File: src/rtl/legv8_flag_branch_unit_pkg.sv
// ============================================================================
//  Module      : legv8_flag_branch_unit_pkg
//  Description : Shared types and constants for the LEGv8 flag/branch unit.
//  Revision    : 1.0 - initial release
// ============================================================================
`default_nettype none

package legv8_flag_branch_unit_pkg;

   typedef enum logic [1:0] {
      BR_B    = 2'd0,
      BR_COND = 2'd1,
      BR_CBZ  = 2'd2,
      BR_CBNZ = 2'd3
   } brtype_t;

   localparam logic [3:0] COND_EQ = 4'h0;
   localparam logic [3:0] COND_NE = 4'h1;
   localparam logic [3:0] COND_HS = 4'h2;
   localparam logic [3:0] COND_LO = 4'h3;
   localparam logic [3:0] COND_MI = 4'h4;
   localparam logic [3:0] COND_PL = 4'h5;
   localparam logic [3:0] COND_VS = 4'h6;
   localparam logic [3:0] COND_VC = 4'h7;
   localparam logic [3:0] COND_HI = 4'h8;
   localparam logic [3:0] COND_LS = 4'h9;
   localparam logic [3:0] COND_GE = 4'hA;
   localparam logic [3:0] COND_LT = 4'hB;
   localparam logic [3:0] COND_GT = 4'hC;
   localparam logic [3:0] COND_LE = 4'hD;
   localparam logic [3:0] COND_AL = 4'hE;
   localparam logic [3:0] COND_NV = 4'hF;

   typedef logic [0:0] fsm_state_t;
   localparam fsm_state_t ST_IDLE = 1'b0;
   localparam fsm_state_t ST_RESP = 1'b1;

endpackage

`default_nettype wire

File: src/rtl/legv8_cond_eval.sv
// ============================================================================
//  Module      : legv8_cond_eval
//  Description : Combinational ARM condition-code evaluator on {N,Z,C,V}.
//  Revision    : 1.0 - initial release
// ============================================================================
`default_nettype none

module legv8_cond_eval
   import legv8_flag_branch_unit_pkg::*;
(
   input  logic [3:0] cond,
   input  logic [3:0] nzcv,
   output logic       pass
);

   logic n, z, c, v;
   assign {n, z, c, v} = nzcv;

   always_comb begin
      pass = 1'b0;
      case (cond)
         COND_EQ: pass = z;
         COND_NE: pass = ~z;
         COND_HS: pass = c;
         COND_LO: pass = ~c;
         COND_MI: pass = n;
         COND_PL: pass = ~n;
         COND_VS: pass = v;
         COND_VC: pass = ~v;
         COND_HI: pass = c & ~z;
         COND_LS: pass = ~(c & ~z);
         COND_GE: pass = (n == v);
         COND_LT: pass = (n != v);
         COND_GT: pass = ~z & (n == v);
         COND_LE: pass = ~(~z & (n == v));
         COND_AL: pass = 1'b1;
         COND_NV: pass = 1'b1;
         default: pass = 1'b0;
      endcase
   end

endmodule

`default_nettype wire

File: src/rtl/legv8_flag_branch_unit.sv
// ============================================================================
//  Module      : legv8_flag_branch_unit
//  Description : NZCV register plus branch resolver with valid/ready handshake
//                and saturating statistics. Optional macro FLAG_FWD_EN lets
//                B.cond see flags being written in the same cycle.
//  Revision    : 1.0 - initial release
// ============================================================================
`default_nettype none

module legv8_flag_branch_unit
   import legv8_flag_branch_unit_pkg::*;
#(
   parameter int CNT_W = 32
)(
   input  logic             iCLK,
   input  logic             iRST,
   input  logic             iSetFlags,
   input  logic             iFlagN,
   input  logic             iFlagZ,
   input  logic             iFlagC,
   input  logic             iFlagV,
   input  logic             iZero,
   input  logic             iReqValid,
   output logic             oReqReady,
   input  logic [1:0]       iBrType,
   input  logic [3:0]       iCond,
   output logic             oResValid,
   input  logic             iResReady,
   output logic             oTaken,
   output logic [3:0]       oNZCV,
   output logic [CNT_W-1:0] oResolvedCnt,
   output logic [CNT_W-1:0] oTakenCnt
);

   localparam logic [CNT_W-1:0] CNT_MAX = {CNT_W{1'b1}};
   localparam logic [CNT_W-1:0] CNT_ONE = {{(CNT_W-1){1'b0}}, 1'b1};

   fsm_state_t       state;
   logic [3:0]       nzcv;
   logic             taken;
   logic [CNT_W-1:0] resolved_cnt;
   logic [CNT_W-1:0] taken_cnt;

   logic [3:0] flags_in;
   logic [3:0] eval_flags;
   logic       cond_pass;
   logic       taken_eval;
   logic       accept;

   assign flags_in = {iFlagN, iFlagZ, iFlagC, iFlagV};
   assign accept   = (state == ST_IDLE) && iReqValid;

`ifdef FLAG_FWD_EN
   assign eval_flags = iSetFlags ? flags_in : nzcv;
`else
   assign eval_flags = nzcv;
`endif

   legv8_cond_eval u_cond_eval (
      .cond (iCond),
      .nzcv (eval_flags),
      .pass (cond_pass)
   );

   always_comb begin
      taken_eval = 1'b0;
      case (brtype_t'(iBrType))
         BR_B:    taken_eval = 1'b1;
         BR_COND: taken_eval = cond_pass;
         BR_CBZ:  taken_eval = iZero;
         BR_CBNZ: taken_eval = ~iZero;
         default: taken_eval = 1'b0;
      endcase
   end

   // Flag register runs independently of the handshake FSM.
   always_ff @(posedge iCLK or posedge iRST) begin
      if (iRST) begin
         nzcv <= 4'b0000;
      end else if (iSetFlags) begin
         nzcv <= flags_in;
      end
   end

   always_ff @(posedge iCLK or posedge iRST) begin
      if (iRST) begin
         state        <= ST_IDLE;
         taken        <= 1'b0;
         resolved_cnt <= '0;
         taken_cnt    <= '0;
      end else begin
         case (state)
            ST_IDLE: begin
               if (accept) begin
                  state <= ST_RESP;
                  taken <= taken_eval;
                  if (resolved_cnt != CNT_MAX) begin
                     resolved_cnt <= resolved_cnt + CNT_ONE;
                  end
                  if (taken_eval && (taken_cnt != CNT_MAX)) begin
                     taken_cnt <= taken_cnt + CNT_ONE;
                  end
               end
            end
            ST_RESP: begin
               if (iResReady) begin
                  state <= ST_IDLE;
               end
            end
            default: state <= ST_IDLE;
         endcase
      end
   end

   assign oReqReady    = (state == ST_IDLE);
   assign oResValid    = (state == ST_RESP);
   assign oTaken       = taken;
   assign oNZCV        = nzcv;
   assign oResolvedCnt = resolved_cnt;
   assign oTakenCnt    = taken_cnt;

endmodule

`default_nettype wire

File: config.mk
export PLATFORM = sky130hd
export DESIGN_NAME = legv8_flag_branch_unit
export DESIGN_NICKNAME = d
export VERILOG_FILES = /design/src/rtl/legv8_flag_branch_unit_pkg.sv /design/src/rtl/legv8_cond_eval.sv /design/src/rtl/legv8_flag_branch_unit.sv
export SDC_FILE = /design/constraint.sdc
export NUM_CORES = 1
export LEC_CHECK = 0
export CORE_MARGIN = 2
export CORE_UTILIZATION = 40
export DETAILED_ROUTE_END_ITERATION = 16
export HOLD_SLACK_MARGIN = 0.1
export PLACE_DENSITY = 0.67
export SKIP_LAST_GASP = 1
export SLEW_MARGIN = 15
export SYNTH_ARGS = -nofsm -noshare
export SYNTH_HDL_FRONTEND = slang
export SYNTH_HIERARCHICAL = 1
export SYNTH_SLANG_ARGS = --single-unit
File: constraint.sdc
create_clock -name iCLK -period 3.65 [get_ports iCLK]
set_input_delay 0.5475 -clock iCLK [delete_from_list [all_inputs] [get_ports iCLK]]
set_output_delay 0.5475 -clock iCLK [all_outputs]
set_load 0.01 [all_outputs]
==> metrics <==
setup violators final 0; post-synthesis area per instance 10.6 um^2; Peak VDD IR 0.242 mV; LEAKAGE just over 0.002 uW; Die H 99.3 um; min Tclk post-route 2.94 ns; H-tree depth 3; vias in the first global route between 2000 and 3000; crit-path max cell delay 0.51 ns; Main synth FF type dfrtp_1; Max clock buf depth 2; Critical Path Start Type input port; Worst-path clk slew 0.07 ns; commonest cells after routing, fill and taps aside clkdlybuf4s50_1, dfrtp_1, xnor2_1; Async SR Flop Fraction 100%; post-synthesis sequential area ratio 48.2%; DP HPWL 6.40 mm; Power Density 429 nW/um^2; Total Neg Setup Slack 0 ns; critical path's top delay family simple AND/OR/NAND/NOR gates; initial antenna violation count 0; synthesized cell area roughly 3600 um^2; Worst Setup Path Type input port to register; Worst Clk Skew approximately 0.008 ns; Core Area 8760 um^2; die area 9860 um^2; first-pass GRT wire length 14.4 mm; DR WL/cell 15.7 um; Vias/cell 5.46; post-synth cell types 53; WP buf/inv 2; RD Place Congestion 0.791; worst min-delay path startpoint oResolvedCnt[20]; non-filler instance count after layout 551; EDFF count, synth 0; Slew headroom a little over half; RR Startpoint oNZCV[3]; number of placement rows 34; IO Pins a little under 90; final design utilization 55.3%; placed insts 535; CTS tree built; grt total ovfl 0; clk root buf clkbuf_8; IO Port Bufs between 80 and 90; clk_lat worst skew 0.34 ns; CP Cell Sequence clkdlybuf4s50_1 -> xor2_1 -> or4b_1 -> nand2_1 -> nand2_1 -> o2111ai_1 -> nor3b_1 -> a211oi_2 -> buf_4 -> and2_0 -> o2111ai_1 -> xnor2_1; initial core utilization about two fifths; Fin. Hold Viols 0; GRT Util Overall 18.1%; #FFs+latches synth 70; syn nets 360; drt first pass iters 4; FMAX ~0.34 GHz; # Post-CTS Setup Buffers 0; Sinks on Clock Net 70; max-cap viol count 0; CP startpoint iCond[0]; n_diodes 0; status complete, no violations; share of layout cells above drive strength 1 9.03%; RSZ-0062 raised after global routing no; cts bufs inserted 9; HP Class register to register; slowest library cell on the worst path clkdlybuf4s50_1; synthesized netlist cell count 342; 1st-iter DRT viols 90; largest net degree at the start of global routing 33; CP required 3.87 ns; fillers 783; Post-Route WL between 8 and 9 mm; CP Capture Type register; synthesis-to-finish area growth 33.3%; die extent in x 99.3 um; most common cell after layout, fill and taps aside clkdlybuf4s50_1; Hold Buf Count CTS 0; vias 3011; # nets final 456; CP Max Fanout 9; worst-margin pin slew around 0.70 ns; Tcrit/Tclk final 80.6%; post-route ant nets 0; Residual DRC 0; WP data arrival approximately 3.2 ns; synth warn 6; Slew Viols, Final 0; cells resized by post-CTS repair 0
-- final timing paths --
path	endpoint	slack [ns]	depth (start not counted)
setup / recovery	oTakenCnt[15]	0.71	12
hold reg to reg	oResolvedCnt[20]	0.50	1
min in group asynchronous	oTakenCnt[26]	0.64	2
setup reg to reg	oTakenCnt[15]	1.01	11
hold / removal	oResolvedCnt[20]	0.50	1
max in group asynchronous	oTakenCnt[14]	2.26	3
-- metal layers --
metal,GRT usage (%),up-vias,part of all wire (%),wire (um)
met5,0,-,0,0
met4,6.53,0,1.4,119
met3,3.09,9,4.7,405
met2,29.5,92,48,4200
met1,24.3,1460,45,3940
li1,-,1450,-,-
-- Yosys cell counts, types with 4 or more instances --
library cell,number,area [um^2]
dfrtp_1,70,1750
inv_1,6,22.5
and3_1,13,81.3
and4_1,9,78.8
nand2_1,33,124
mux2_2,6,67.6
nor2_1,15,56.3
nor3_1,9,45.0
a21oi_1,6,30.0
nand4_1,26,163
nor4_1,4,25.0
xnor2_1,39,342
nor3b_1,4,30.0
xor2_1,21,184
nand3_1,24,120
o21ai_0,5,25.0
-- logic make-up (layout without fill, tap and decap cells) --
kind of cell | count (synthesis) | after routing | synth area share (%)
xor gates and xnor gates | 60 | 60 | 14.5
and+or+nand+nor | 162 | 162 | 26.3
AOI/OAI and AO/OA | 29 | 29 | 6.30
adders and majority gates | 2 | 2 | 0.689
buffers and inverters | 11 | 112 | 1.48
DFF | 70 | 70 | 48.2
muxes | 8 | 8 | 2.55
-- sequential cells by signal, summed over array words and instances (netlist names) --
register and cells:
oNZCV 4, oTakenCnt 32, oTaken 1, oResValid 1, oResolvedCnt 32
-- through the flow --
step	hold slack (ns)	worst slack (ns)	total power (uW)	cell area, um^2
6_report	0.498	0.708	2080	4840
5_1_grt	0.521	0.568	2170	4840
4_1_cts	0.500	0.734	2100	4840
3_5_place_dp	0.491	0.373	1400	4630
3_3_place_gp	0.478	0.451	1390	4630
2_1_floorplan	0.518	1.04	1160	3630
-- final cells by class --
cell class / count / area [um^2] / share of cell area, %
clock buffer: 12 / 145 / 3.00
clock inverter: 4 / 70.1 / 1.45
inverter: 6 / 22.5 / 0.465
multi-input combinational: 261 / 1830 / 37.7
sequential: 70 / 1750 / 36.2
tap: 108 / 135 / 2.79
timing repair buffer: 90 / 891 / 18.4
-- report_power, final --
group          total [uW]  switching, uW  internal [uW]  leakage (uW)
Clock                 687            285            402      0.000110
Sequential            957            107            850      0.000936
Combinational         432            197            236      0.000978
Note: power is estimated with default switching activity, not from simulation.
